File: src/rtl/matrix_stream_pkg.sv
// matrix_stream_pkg: shared FSM state type and address-width helpers
// for the matrix stream source. Optional GAP state exists only when
// MATRIX_STREAM_GAP_EN is defined.
package matrix_stream_pkg;

    // Counter/address width, never narrower than one bit.
    function automatic int cnt_w(input int n);
        return (n > 1) ? $clog2(n) : 1;
    endfunction

    function automatic int a_addr_w(input int rows, input int length);
        return cnt_w(rows * length);
    endfunction

    function automatic int b_addr_w(input int length, input int cols);
        return cnt_w(length * cols);
    endfunction

    typedef enum logic [1:0] {
        S_IDLE  = 2'd0,
        S_RUN   = 2'd1,
`ifdef MATRIX_STREAM_GAP_EN
        S_GAP   = 2'd2,
`endif
        S_DRAIN = 2'd3
    } state_t;

endpackage

File: src/rtl/matrix_index_counter.sv
// matrix_index_counter: nested i/j/k counters (k innermost) that keep the
// A and B RAM addresses up to date incrementally, without multipliers.
// Ports: clk, rst (sync, active-high), step (advance one index),
//        a_addr/b_addr (current addresses), k_last (k==LENGTH-1),
//        last (final index of the pass).
module matrix_index_counter
    import matrix_stream_pkg::*;
#(
    parameter int LENGTH = 10,
    parameter int ROWS   = 4,
    parameter int COLS   = 4,
    localparam int AW = a_addr_w(ROWS, LENGTH),
    localparam int BW = b_addr_w(LENGTH, COLS),
    localparam int IW = cnt_w(ROWS),
    localparam int JW = cnt_w(COLS),
    localparam int KW = cnt_w(LENGTH)
) (
    input  logic          clk,
    input  logic          rst,
    input  logic          step,
    output logic [AW-1:0] a_addr,
    output logic [BW-1:0] b_addr,
    output logic          k_last,
    output logic          last
);

    logic [IW-1:0] i_q, i_d;
    logic [JW-1:0] j_q, j_d;
    logic [KW-1:0] k_q, k_d;
    logic [AW-1:0] a_q, a_d;
    logic [AW-1:0] row_q, row_d;
    logic [BW-1:0] b_q, b_d;
    logic          j_end;
    logic          i_end;

    assign k_last = (k_q == KW'(LENGTH - 1));
    assign j_end  = (j_q == JW'(COLS - 1));
    assign i_end  = (i_q == IW'(ROWS - 1));
    assign last   = k_last & j_end & i_end;
    assign a_addr = a_q;
    assign b_addr = b_q;

    always_comb begin
        i_d   = i_q;
        j_d   = j_q;
        k_d   = k_q;
        a_d   = a_q;
        row_d = row_q;
        b_d   = b_q;
        if (step) begin
            if (!k_last) begin
                k_d = k_q + 1'b1;
                a_d = a_q + 1'b1;
                b_d = b_q + BW'(COLS);
            end else if (!j_end) begin
                // Next column: A rewinds to the row start, B to row 0 of col j+1.
                k_d = '0;
                j_d = j_q + 1'b1;
                a_d = row_q;
                b_d = BW'(j_q) + 1'b1;
            end else if (!i_end) begin
                k_d   = '0;
                j_d   = '0;
                i_d   = i_q + 1'b1;
                row_d = row_q + AW'(LENGTH);
                a_d   = row_q + AW'(LENGTH);
                b_d   = '0;
            end else begin
                k_d   = '0;
                j_d   = '0;
                i_d   = '0;
                row_d = '0;
                a_d   = '0;
                b_d   = '0;
            end
        end
    end

    always_ff @(posedge clk) begin
        if (rst) begin
            i_q   <= '0;
            j_q   <= '0;
            k_q   <= '0;
            a_q   <= '0;
            row_q <= '0;
            b_q   <= '0;
        end else begin
            i_q   <= i_d;
            j_q   <= j_d;
            k_q   <= k_d;
            a_q   <= a_d;
            row_q <= row_d;
            b_q   <= b_d;
        end
    end

endmodule

File: src/rtl/matrix_stream_source.sv
// matrix_stream_source: walks A (ROWS x LENGTH) and B (LENGTH x COLS) in
// external sync RAMs and streams A[i][k]/B[k][j] pairs, k innermost, one
// dot product per C[i][j]. MATRIX_STREAM_GAP_EN inserts one idle cycle
// between dot products.
// Ports: clk, rst (sync, active-high), start, busy, done (pulse),
//        a_addr/a_rdata, b_addr/b_rdata (RAM, 1-cycle read latency),
//        out_valid, a, b, out_last (k==LENGTH-1 pair).
module matrix_stream_source
    import matrix_stream_pkg::*;
#(
    parameter int BITS   = 16,
    parameter int LENGTH = 10,
    parameter int ROWS   = 4,
    parameter int COLS   = 4,
    localparam int AW = a_addr_w(ROWS, LENGTH),
    localparam int BW = b_addr_w(LENGTH, COLS)
) (
    input  logic            clk,
    input  logic            rst,
    input  logic            start,
    output logic            busy,
    output logic            done,
    output logic [AW-1:0]   a_addr,
    input  logic [BITS-1:0] a_rdata,
    output logic [BW-1:0]   b_addr,
    input  logic [BITS-1:0] b_rdata,
    output logic            out_valid,
    output logic [BITS-1:0] a,
    output logic [BITS-1:0] b,
    output logic            out_last
);

    state_t state_q;
    logic   busy_q;
    logic   done_q;
    logic   valid_q;
    logic   last_q;
    logic   issue;
    logic   k_last;
    logic   last;

    assign issue = (state_q == S_RUN);

    matrix_index_counter #(
        .LENGTH (LENGTH),
        .ROWS   (ROWS),
        .COLS   (COLS)
    ) u_cnt (
        .clk    (clk),
        .rst    (rst),
        .step   (issue),
        .a_addr (a_addr),
        .b_addr (b_addr),
        .k_last (k_last),
        .last   (last)
    );

    // Issue flags are delayed one stage to line up with RAM read data.
    always_ff @(posedge clk) begin
        if (rst) begin
            state_q <= S_IDLE;
            busy_q  <= 1'b0;
            done_q  <= 1'b0;
            valid_q <= 1'b0;
            last_q  <= 1'b0;
        end else begin
            done_q  <= 1'b0;
            valid_q <= issue;
            last_q  <= issue & k_last;
            unique case (state_q)
                S_IDLE: begin
                    if (start) begin
                        state_q <= S_RUN;
                        busy_q  <= 1'b1;
                    end
                end
                S_RUN: begin
                    if (last) begin
                        state_q <= S_DRAIN;
`ifdef MATRIX_STREAM_GAP_EN
                    end else if (k_last) begin
                        state_q <= S_GAP;
`endif
                    end
                end
`ifdef MATRIX_STREAM_GAP_EN
                S_GAP: state_q <= S_RUN;
`endif
                S_DRAIN: begin
                    state_q <= S_IDLE;
                    busy_q  <= 1'b0;
                    done_q  <= 1'b1;
                end
                default: state_q <= S_IDLE;
            endcase
        end
    end

    assign busy      = busy_q;
    assign done      = done_q;
    assign out_valid = valid_q;
    assign out_last  = last_q;
    assign a         = a_rdata;
    assign b         = b_rdata;

endmodule
File: config.mk
export PLATFORM = sky130hd
export DESIGN_NAME = matrix_stream_source
export DESIGN_NICKNAME = d
export VERILOG_FILES = /design/src/rtl/matrix_stream_pkg.sv /design/src/rtl/matrix_index_counter.sv /design/src/rtl/matrix_stream_source.sv
export SDC_FILE = /design/constraint.sdc
export NUM_CORES = 1
export LEC_CHECK = 0
export ABC_CLOCK_PERIOD_IN_PS = 3000
export BUFFER_PORTS_ARGS = -buffer_cell sky130_fd_sc_hd__buf_2
export CAP_MARGIN = 25
export CORE_MARGIN = 2
export CORE_UTILIZATION = 50
export CTS_CLUSTER_DIAMETER = 120
export DETAILED_ROUTE_END_ITERATION = 12
export PLACE_DENSITY = 0.85
export SETUP_SLACK_MARGIN = 0.02
export SYNTH_ARGS = -nofsm -noshare
export SYNTH_HDL_FRONTEND = slang
export SYNTH_HIERARCHICAL = 1
export SYNTH_SLANG_ARGS = --single-unit
File: constraint.sdc
create_clock -name clk -period 3 [get_ports clk]
set_input_delay 0.45 -clock clk [delete_from_list [all_inputs] [get_ports clk]]
set_output_delay 0.45 -clock clk [all_outputs]
set_load 0.02 [all_outputs]
After elaboration in Yosys (flattened, before gate mapping) --
Cells that the tools add are included.
Word-level totals: word-level logic and storage cells 48, flip-flop bits (word level) 32, output and inout bits 48
Operators by class: bitwise gates (word level) 3, reduce and logical (&&, ||, !) cells 6, eq/ne operators 7, add/sub/neg operators 7, muxes and demuxes 14
Operators by type and width (number):
- $mux 6 | 5
- $mux 2 | 4
- $add 6x1->6 const B | 1
- $add 6x3->6 const B | 1
- $add 6x4->6 const B | 1
- $eq 2x2->1 const B | 3
- $reduce_and 2->1 | 3
- $add 2x1->2 const B | 2
- $add 4x1->4 const B | 1
- $eq 4x4->1 const B | 1
- $mux 4 | 1
- $pmux 2 s2 | 1
- $add 2x1->3 const B | 1
- $and 1x1->1 | 3
- $reduce_and 3->1 | 1
- $eq 2x1->1 const B | 1
- $logic_not 2->1 | 1
- $mux 1 | 2
- $ne 2x1->1 const B | 1
- $ne 2x2->1 const B | 1
- $pmux 1 s2 | 1
- $reduce_bool 2->1 | 1

Logic depth before layout (Yosys ltp) --
depth after elaboration 5, gate-level depth with buffers 6, mapped depth without buffers 5

Cells and area by module --
Netlist, hierarchy kept.
Modules (own cells, without submodules):
- matrix_index_counter | times used 1, cells an instance 155, area an instance 1326.3 um^2, sequential area each 520.5 um^2
- matrix_stream_source | times used 1, cells an instance 49, area an instance 437.9 um^2, sequential area each 120.1 um^2

Worst setup path after synthesis --
Ideal clock, no wire load.
path kind flip-flop to flip-flop, start point reg state_q[1], end point reg u_cnt.b_q[4] (netlist: u_cnt/b_addr[4]), arrival 1.264 ns, path buffers 2, slack 1.607 ns, stages on the path, launching flop included 7, library setup time 0.129 ns, cell sequence dfxtp_1 > and2b_2 > buf_2 > buf_2 > o21ai_0 > a21oi_1 > nor2_1
Between the ends: cells in the longest elaborated chain, start to end 1
RTL lines:
- start, declared | RTL line matrix_stream_source.sv:33 | state_t state_q;
- start signal, assigned | RTL line matrix_stream_source.sv:61 | state_q <= S_IDLE;
- start signal, assigned | RTL line matrix_stream_source.sv:73 | state_q <= S_RUN;
- start signal, assigned | RTL line matrix_stream_source.sv:79 | state_q <= S_DRAIN;
- $eq 2x1->1 | RTL line matrix_stream_source.sv:42 | assign issue = (state_q == S_RUN);
- via issue | RTL line matrix_stream_source.sv:38 | logic issue;
- end signal, assigned | RTL line matrix_index_counter.sv:86 | b_q <= '0;
- end signal, assigned | RTL line matrix_index_counter.sv:93 | b_q <= b_d;
- end, declared | RTL line matrix_index_counter.sv:32 | logic [BW-1:0] b_q, b_d;
The timed path passes the listed nets, and every way through them passes these cells. A chain may end at the register's enable or synchronous reset.

Worst setup path in the final report --
start point reg state_q[1], end point reg u_cnt.a_q[4] (netlist: u_cnt/a_addr[4])
Between the ends: cells in the longest elaborated chain, start to end 1
RTL lines:
- $eq 2x1->1 | RTL line matrix_stream_source.sv:42
- via issue | RTL line matrix_stream_source.sv:38
- end signal, assigned | RTL line matrix_index_counter.sv:84 | a_q <= '0;
- end signal, assigned | RTL line matrix_index_counter.sv:91 | a_q <= a_d;
- end, declared | RTL line matrix_index_counter.sv:30 | logic [AW-1:0] a_q, a_d;
The timed path passes the listed nets, and every way through them passes these cells.

==> results.yml <==
sta:
  finalCritPeriodShare_pct: 54.7
  period_minus_slack_ns: 1.64
  fin_tns_setup_ns: 0
  hold_viol: 0
  slew_headroom_pct: 59.1
  fmaxAchievable_mhz: 610
  rsz0062_at_grt: "no"
  slew_violations: 0
  finalSetupViolCount: 0
  worstMarginPinSlew_ns: 0.614
  clock_skew_ns: 0.00897
worst_setup_path:
  crit_path_start_kind: "register"
  criticalPathCategory: "reg2reg"
  cp-end-kind: "register"
  critical_path.top_delay_family: "simple AND/OR/NAND/NOR gates"
  path_buf_inv: 0
  critPathMaxStageDelay_ns: 0.51
  path_max_fanout: 24
  path_cells: "and2b_2, and2_1, o31ai_1, a31oi_1"
  cp.arrival_ns: 1.92
  cp.required_ns: 3.28
  slowest_stage: "and2b_2"
logic_synthesis:
  syn_inst: 204
  synth-edff-count: 0
  synthArstFlopShare_pct: 0
  synth_most_common_cell: "buf_4"
  synth_top_cell_by_area: "dfxtp_1"
  ys_seq_area_share_pct: 36.3
  syn-cell-area_mm2: 0.00176
  synth-warning-count: 6
  synth_common_cells: "buf_4 (34), dfxtp_1 (32), nand2_1 (15), nor2_1 (15), a21oi_1 (14)"
  postSynthAreaPerCell_um2: 8.65
  synth_seq_cells: 32
  synthTopCellsByArea: "dfxtp_1 (36%), buf_4 (14%), a21oi_1 (4.0%)"
  netlist.area_leader.share_pct: 36.3
  synth_ff_type: "dfxtp_1"
  synth_cell_types: 42
  synth_nets: 244
final_layout:
  nNetsFinal: 229
  n_antenna_cell: 0
  layout-drive-gt1-share_pct: 18.4
  stdcell_area_mm2: 0.00171
  syn2layout_area_growth_pct: -3.19
power_and_ir_drop:
  p_leak_nw: 0.664
  p_total_uw: 821
  irDropWorstVdd_v: 0.000290
  power.density_mw_per_mm2: 481
clock_tree:
  cts_setup_buffers: 0
  cts_resized: 0
  clockBufferDepth: 2
  cts_tree: "done"
  cts.sinks: 32
  insertion_delay_ns: 0.35
  cts-buffers-inserted: 5
  cts_root_buffer: "clkbuf_4"
  h-tree-depth: 2
  hold_buffers: 0
  clk_pin_slew_ns: 0.09
detailed_routing:
  drc: 0
  routedWlPerCell_um: 12.6
  drt-initial-drc-count: 100
  ant_nets: 0
  drt_pass1_iterations: 4
  wirelength_um: 2980
  num_vias: 1294
  viasPerCell: 5.48
place:
  gp_congestion: 0.816
  io_buffer_count: 18
  hpwl_um: 1980
  placed_area_mm2: 0.00163
die:
  core.rowCount: 21
  die_x_um: 63.4
  initial_core_util_pct: 52.5
  die-height_um: 63.4
  num_io_pins: 83
  die_area_mm2: 0.00402
  core-area_mm2: 0.00336
global_routing:
  overflow: 0
  grt_pass1_wl_um: 5150
  grt_max_degree: 34
  grt_use_total_pct: 16.2
  antenna_found_initial: 0
  grt_pass1_vias: 1181
flow_run:
  drv_cap: 0
run_status:
  status: "completed"
min_path:
  hp-class: "in2reg"
==> metal layers <==
metal,track usage (%),vias up,part of all wire (%)
li1,-,649,-
met1,20.5,603,48
met2,24.5,34,44
met3,4.64,8,6.0
met4,9.51,0,2.4
met5,0,-,0
==> per-stage QoR <==
step | std cells | hold slack (ns) | util (%) | setup slack [ns]
2_1_floorplan | 204 | 0.408 | - | 1.61
3_3_place_gp | 228 | 0.423 | 48.5 | 1.41
3_5_place_dp | 228 | 0.430 | 48.5 | 1.38
4_1_cts | 236 | 0.370 | 50.8 | 1.35
5_1_grt | 236 | 0.414 | 50.8 | 1.15
6_report | 236 | 0.371 | 50.8 | 1.36
==> worst register-to-register path, stage by stage, from the launching register on <==
cell	delay, ns
dfxtp_1	0.36
and2b_2	0.51
and2_1	0.39
o31ai_1	0.17
a31oi_1	0.15
==> where the power goes <==
group	leakage [nW]	switching (mW)	internal (mW)
logic	0.362	0.0321	0.0210
clock network	0.0422	0.148	0.175
registers	0.259	0.0111	0.434
==> registers in the layout (all words and copies together), names as in the netlist <==
register      cells
out_valid         1
u_cnt/i_q         2
u_cnt/a_addr      6
u_cnt/row_q       6
u_cnt/j_q         2
state_q           2
done              1
u_cnt/b_addr      6
out_last          1
busy              1
u_cnt/k_q         4
==> cell families after synthesis <==
family	count (synthesis)	synth area share, %
xor gates and xnor gates	3	1.49
buffers and inverters	44	17.0
muxes	3	1.70
DFF	32	36.3
and+or+nand+nor	76	25.2
adders and majority gates	5	3.55
AOI/OAI and AO/OA	41	14.8
==> worst paths after layout <==
check | start | cells after the start | to | slack [ns]
worst max-delay path | state_q[1] | 4 | u_cnt/a_addr[4] | 1.36
worst min-delay path | start | 3 | state_q[0] | 0.37
worst max register to register | state_q[1] | 4 | u_cnt/a_addr[4] | 1.36
worst min register to register | u_cnt/row_q[0] | 2 | u_cnt/row_q[0] | 0.45
==> cell type report <==
cell class	count	area (um2)
fill	331	1660
multi-input combinational	128	823
sequential	32	641
timing repair buffer	18	90.1
tap	46	57.6
clock buffer	6	41.3
clock inverter	2	35.0
inverter	4	20.0
==> layout by cell type, fill, tap and decap left out, types with 4 or more instances in the layout <==
| cell type | Yosys | routed |
|---|---|---|
| a21oi_1 | 14 | 14 |
| buf_2 | 2 | 18 |
| clkbuf_4 | 0 | 5 |
| dfxtp_1 | 32 | 32 |
| ha_1 | 5 | 5 |
| nand2_1 | 15 | 15 |
| nand2b_1 | 7 | 7 |
| nand3_1 | 4 | 4 |
| nor2_1 | 15 | 15 |
| nor3_1 | 10 | 10 |
| o21ai_0 | 8 | 8 |
Power figures use the tool's default switching activity.
